$ cat config.mk
export PLATFORM = sky130hd
export DESIGN_NAME = compare_bank_flat
export DESIGN_NICKNAME = d
export VERILOG_FILES = /design/src/rtl/compare_bank_if.sv /design/src/rtl/compare_bank.sv /design/src/flat_wrapper.sv
export SDC_FILE = /design/constraint.sdc
export NUM_CORES = 1
export LEC_CHECK = 0
export ABC_CLOCK_PERIOD_IN_PS = 5100
export CAP_MARGIN = 0
export CORE_UTILIZATION = 45
export CTS_BUF_LIST = sky130_fd_sc_hd__clkbuf_4
export DETAILED_ROUTE_END_ITERATION = 6
export PLACE_DENSITY = 0.72
export SLEW_MARGIN = 30
export SYNTH_ARGS = -nofsm -noshare
export SYNTH_HDL_FRONTEND = slang
export SYNTH_SLANG_ARGS = --single-unit
$ cat constraint.sdc
create_clock -name clk_in -period 5.1 [get_ports clk_in]
set_clock_uncertainty 0.2 [all_clocks]
set_input_delay 1.275 -clock clk_in [delete_from_list [all_inputs] [get_ports clk_in]]
set_output_delay 1.275 -clock clk_in [all_outputs]
set_load 0.01 [all_outputs]
$ cat src/rtl/compare_bank_if.sv
// compare_bank_if: host register-write bus for compare_bank.
// The host drives the master side; compare_bank samples the slave side on each clock edge.
interface compare_bank_if #(
  parameter int unsigned WIDTH  = 32,
  parameter int unsigned NUM_CH = 4
);
  localparam int unsigned CH_W = (NUM_CH > 1) ? $clog2(NUM_CH) : 1;

  logic             wr_en;    // one write per cycle
  logic             wr_sel;   // 0: compare register, 1: period register
  logic [CH_W-1:0]  wr_chan;  // target channel; out-of-range values are ignored
  logic [WIDTH-1:0] wr_data;

  modport master (
    output wr_en,
    output wr_sel,
    output wr_chan,
    output wr_data
  );

  modport slave (
    input wr_en,
    input wr_sel,
    input wr_chan,
    input wr_data
  );
endinterface

$ cat src/rtl/compare_bank.sv
// compare_bank: NUM_CH compare channels checked against a shared free-running counter.
// Each channel keeps a sticky match flag and can auto-advance its compare value by a period.
// Masked flags are ORed into a single irq.
// Optional feature: define COMPARE_BANK_MATCH_COUNT_EN to add per-channel saturating hit
// counters and the match_count output.
module compare_bank #(
  parameter int unsigned WIDTH  = 32,
  parameter int unsigned NUM_CH = 4,
  parameter int unsigned CNT_W  = 8
) (
  input  logic                    clk_in,
  input  logic                    reset,
  input  logic [WIDTH-1:0]        counter,
  input  logic [NUM_CH-1:0]       enable,
  input  logic [NUM_CH-1:0]       periodic,
  input  logic [NUM_CH-1:0]       clear,
  input  logic [NUM_CH-1:0]       irq_mask,
  compare_bank_if.slave           wr,
  output logic [NUM_CH-1:0]       match,
  output logic                    irq
`ifdef COMPARE_BANK_MATCH_COUNT_EN
  ,
  output logic [NUM_CH*CNT_W-1:0] match_count
`endif
);
  localparam int unsigned CH_W = (NUM_CH > 1) ? $clog2(NUM_CH) : 1;

  if (NUM_CH < 1 || NUM_CH > 16 || CNT_W < 1) begin : g_bad_params
    $error("compare_bank: NUM_CH must be 1..16 and CNT_W at least 1");
  end

  logic [WIDTH-1:0]  cmp_q    [NUM_CH];
  logic [WIDTH-1:0]  cmp_d    [NUM_CH];
  logic [WIDTH-1:0]  period_q [NUM_CH];
  logic [WIDTH-1:0]  period_d [NUM_CH];
  logic [NUM_CH-1:0] match_q;
  logic [NUM_CH-1:0] match_d;
  logic [NUM_CH-1:0] hit;
  logic              wr_ok;

  // Writes to channels that do not exist are dropped without side effects.
  assign wr_ok = wr.wr_en && (32'(wr.wr_chan) < NUM_CH);

  // Per-channel hit detection, reload, host write and sticky flag next state.
  always_comb begin
    hit     = '0;
    match_d = match_q;
    for (int i = 0; i < int'(NUM_CH); i++) begin
      cmp_d[i]    = cmp_q[i];
      period_d[i] = period_q[i];
      hit[i]      = enable[i] && (counter == cmp_q[i]);
      // Reload reads the old period, so a same-cycle period write lands afterwards.
      if (hit[i] && periodic[i]) begin
        cmp_d[i] = cmp_q[i] + period_q[i];
      end
      // Host write to cmp overrides a simultaneous reload.
      if (wr_ok && (wr.wr_chan == CH_W'(i))) begin
        if (wr.wr_sel) begin
          period_d[i] = wr.wr_data;
        end else begin
          cmp_d[i] = wr.wr_data;
        end
      end
      // Hit beats clear.
      if (hit[i]) begin
        match_d[i] = 1'b1;
      end else if (clear[i]) begin
        match_d[i] = 1'b0;
      end
    end
  end

  // Compare, period and flag registers.
  always_ff @(posedge clk_in or negedge reset) begin
    if (!reset) begin
      for (int i = 0; i < int'(NUM_CH); i++) begin
        cmp_q[i]    <= '0;
        period_q[i] <= '0;
      end
      match_q <= '0;
    end else begin
      for (int i = 0; i < int'(NUM_CH); i++) begin
        cmp_q[i]    <= cmp_d[i];
        period_q[i] <= period_d[i];
      end
      match_q <= match_d;
    end
  end

  assign match = match_q;
  assign irq   = |(match_q & irq_mask);

`ifdef COMPARE_BANK_MATCH_COUNT_EN
  logic [CNT_W-1:0] cnt_q [NUM_CH];
  logic [CNT_W-1:0] cnt_d [NUM_CH];

  // Saturating hit counters; a hit with a clear restarts the count at one.
  always_comb begin
    for (int i = 0; i < int'(NUM_CH); i++) begin
      cnt_d[i] = cnt_q[i];
      if (hit[i]) begin
        if (clear[i]) begin
          cnt_d[i] = CNT_W'(1);
        end else if (!(&cnt_q[i])) begin
          cnt_d[i] = cnt_q[i] + CNT_W'(1);
        end
      end else if (clear[i]) begin
        cnt_d[i] = '0;
      end
    end
  end

  // Hit counter registers.
  always_ff @(posedge clk_in or negedge reset) begin
    if (!reset) begin
      for (int i = 0; i < int'(NUM_CH); i++) begin
        cnt_q[i] <= '0;
      end
    end else begin
      for (int i = 0; i < int'(NUM_CH); i++) begin
        cnt_q[i] <= cnt_d[i];
      end
    end
  end

  for (genvar g = 0; g < int'(NUM_CH); g++) begin : g_cnt_out
    assign match_count[g*CNT_W +: CNT_W] = cnt_q[g];
  end
`endif
endmodule

$ cat src/flat_wrapper.sv
// flat-port wrapper written by rule: the top's interface ports become plain ports
module compare_bank_flat 
#(
  parameter int unsigned WIDTH  = 32,
  parameter int unsigned NUM_CH = 4,
  parameter int unsigned CNT_W  = 8
)
  (clk_in, reset, counter, enable, periodic, clear, irq_mask, match, irq, wr_wr_en, wr_wr_sel, wr_wr_chan, wr_wr_data);
  compare_bank_if #(.WIDTH(WIDTH), .NUM_CH(NUM_CH)) wr_i ();
  input  logic clk_in;
  input  logic reset;
  input  logic [WIDTH-1:0] counter;
  input  logic [NUM_CH-1:0] enable;
  input  logic [NUM_CH-1:0] periodic;
  input  logic [NUM_CH-1:0] clear;
  input  logic [NUM_CH-1:0] irq_mask;
  output logic [NUM_CH-1:0] match;
  output logic irq;
  input wire logic [$bits(wr_i.wr_en)-1:0] wr_wr_en;
  input wire logic [$bits(wr_i.wr_sel)-1:0] wr_wr_sel;
  input wire logic [$bits(wr_i.wr_chan)-1:0] wr_wr_chan;
  input wire logic [$bits(wr_i.wr_data)-1:0] wr_wr_data;
  assign wr_i.wr_en = wr_wr_en;
  assign wr_i.wr_sel = wr_wr_sel;
  assign wr_i.wr_chan = wr_wr_chan;
  assign wr_i.wr_data = wr_wr_data;
  compare_bank #(.WIDTH(WIDTH), .NUM_CH(NUM_CH), .CNT_W(CNT_W)) u_core (.clk_in(clk_in), .reset(reset), .counter(counter), .enable(enable), .periodic(periodic), .clear(clear), .irq_mask(irq_mask), .wr(wr_i), .match(match), .irq(irq));
endmodule
==> results.md <==
Pwr:
- The power per cell area is 429 nW/µm².
- The total power draw is 9040 µW.
- VDD sags by at most 0.155 mV.
- The leakage power is 0.00941 µW.

STA:
- The final period utilization is 84.0%.
- The worst path in the final design needs a cycle of 4.28 ns, including I/O delays and setup.
- The minimum setup slack in the final design is 0.818 ns.
- At the pin with the least slew margin, the transition time is 0.932 ns.
- The fmax is 0.234 GHz.
- The hold violation total from the final report is 0.
- The number of max-slew violations in the final report is 0.
- The final total negative setup slack is 0 ns.
- The count of final setup violators is 0.
- Headroom to the max-slew limit came out at 37.3%.
- Setup repair after global routing left no endpoint under its margin.

Global routing:
- The total global routing track utilization is 29.1%.
- The initial antenna violation count is 4.
- Entering global routing, the biggest net connects 85 pins.
- The total overflow left after global routing is 0.
- The first global-routing pass estimated 92300 µm of wire.
- The via count of the first global-routing pass is 15.8k.

Cells and area:
- The count of nets after finishing is 2351.
- In the final layout, the share of cells above drive strength 1 is 13.3%.
- In the layout the commonest cells are dfrtp_1, a21oi_1, nand2_1.
- The library cell used most frequently in the layout, excluding fill and tap cells, is dfrtp_1.
- The layout-stage area growth over the synthesis result is 13.5%.
- The final-layout fill cell count is 3794.

Critical path:
- Data arrives at the worst endpoint at 4.77 ns.
- The critical path startpoint category is a primary input.
- Of all nets on the critical path, the largest fanout is 17.
- The worst setup path category is primary input to flop.
- The required arrival time at the worst endpoint is 5.59 ns.
- The capturing element type of the critical path is a flop.

Clock network:
- TritonCTS built the clock tree.
- In this run the post-CTS setup repair buffer count came out at 0.
- The clock slew seen by the registers of the worst setup and hold paths is 0.07 ns.
- The later pin in the worst-skew pair is clocked with a latency of 0.78 ns.
- The tree built by TritonCTS fans out to 260 sinks.
- Hold repair after CTS inserted 0 buffers.
- The library cell used as clock root buffer is clkbuf_4.
- The number of buffers added by the clock tree synthesis step is 74.
- In this run the number of H-tree levels came out at 3.
- After clock tree synthesis, the repair step resized 0 gates.
- The buffer depth of the longest clock path is 3.

Routing:
- Detailed routing placed a total of 26400 µm of wire on met2.
- The routed design has 60200 µm of wire.
- The highest metal layer carrying signal wires in the routed design is met5.
- The total met3 wirelength after detailed routing is 5100 µm.
- The count of antenna-violating nets left after detailed routing is 0.
- For this run, design rule violations remaining after detail routing come to 0.
- Across all layers, the routed design uses 16.4k vias.
- After detailed routing, the average wire length per cell comes to 22.2 µm.
- The total routed wire length on the met1 layer is 26700 µm.
- The detailed router's first-iteration violation count is 1701.
- In the routed layout, each cell is associated on average with a via count of 6.04.
- Before antenna repair, the detailed router went through 7 iterations.

Logic synthesis:
- The number of nets handed over by synthesis was 2244.
- In this run the cell area of the synthesized design comes to 18600 µm².
- In this run, synthesis produced a sequential element count of 260.
- The number of different library cells used by synthesis comes to 66.
- The number of enable flip-flop cells after synthesis is 0.
- After synthesis, the mean cell area works out to 9.14 µm².
- The count of mapped cells out of synthesis is 2030.
- In the synthesized netlist the async set-or-reset flop fraction comes to 100%.
- The number of synthesis warnings is 0.
- The sequential share of the synthesized area is 35.1%.
- The commonest register cell after synthesis is dfrtp_1.

Status:
- The flow ran to the end, and the final reports show no timing, DRC or antenna violations.

Hold path:
- The worst hold path belongs to the class primary input to async pin.

Die:
- The area of the core is 40700 µm².
- Measured along the x axis, the die boundary spans 205 µm.
- The number of top-level design ports is 91.
- The row count is 74.
- The die height is 205 µm.
- The starting density of the core is 45.6%.
- The floorplan step defined a die boundary enclosing 42100 µm².

Placement:
- The placed wire-length estimate is 45400 µm.
- Input and output buffers added on the ports amount to 90.
- The setup slack at placement is 0.253 ns.
- The weighted congestion at the end of routability-driven global placement is 1.00.

Run:
- The number of max-cap violations is 0.
Yosys cell counts (all sizes together), types with 16 or more instances:
cell type	count	area [µm²]
a21oi	197	986
nand4	42	263
xnor2	150	1310
and3	27	169
a211oi	19	143
a31oi	18	113
ha	124	1550
nor3	34	170
nand3	49	245
mux2i	49	490
mux2	131	1480
xor2	74	648
a21o	73	548
o21ai	153	766
nand2	171	642
o21a	22	165
inv	28	105
dfrtp	260	6510
nor4	16	100
nor2	145	544
clkbuf	81	304
sequential cells by signal (all words and copies together), names as in the netlist:
register         count
u_core.cmp_q       128
u_core.period_q    128
u_core.match         4
final cells by class:
type                            instances  area [µm²]  share of cell area [%]
Antenna cell                            2        5.00                  0.0238
Clock buffer                          107         803                    3.81
Clock inverter                         13         129                   0.612
Inverter                               28         105                   0.499
Multi-Input combinational cell       1652       11600                    55.2
Sequential cell                       260        6510                    30.9
Tap cell                              532         666                    3.16
Timing Repair Buffer                  121        1220                    5.77
final timing paths:
check / start / endpoint / slack (ns) / cells past startpoint
worst max-delay path: counter[27] / u_core.cmp_q[31] / 0.82 / 9
worst min-delay path: reset / u_core.period_q[26] / 0.31 / 1
worst max register to register: u_core.cmp_q[32] / u_core.cmp_q[62] / 1.11 / 11
worst min register to register: u_core.period_q[40] / u_core.period_q[40] / 0.31 / 1
max in group asynchronous: reset / u_core.period_q[65] / 3.41 / 2
min in group clk_in: u_core.period_q[40] / u_core.period_q[40] / 0.31 / 1
critical path, stage by stage:
cell	delay [ns]
clkdlybuf4s50_1	0.56
xnor2_1	0.50
nand4_1	0.18
nor4_1	0.32
nand4_1	0.12
or4_1	0.56
or2_2	0.49
or4_1	0.55
a31oi_1	0.20
metrics by stage:
stage          instances  hold slack [ns]  cell area, µm²  util, %
6_report            2715            0.308           21100     51.7
5_1_grt             2714            0.319           21100     51.7
4_1_cts             2712            0.297           21000     51.6
3_5_place_dp        2592            0.302           20100     49.3
3_3_place_gp        2591            0.296           20100     49.3
2_1_floorplan       2030            0.286           18600        -
routing by layer:
metal  vias up  track usage (%)
li1       7613                -
met1      7931             40.1
met2       715             44.7
met3       130             6.17
met4         4             10.6
met5         -                0
kinds of logic after synthesis:
logic type,Yosys count,synth area share (%)
flops,260,35.1
mux,180,10.6
fa+ha+maj,128,8.79
compound gates,565,18.4
xor+xnor,224,10.6
simple gates,555,14.1
buf+inv,118,2.45
report_power, final:
group	total [µW]	internal (µW)	switching [µW]
clock network	2050	1100	950
registers	2920	2480	441
logic	4070	1810	2260
total	9040	5390	3650
(Power assumes the default switching activity.)
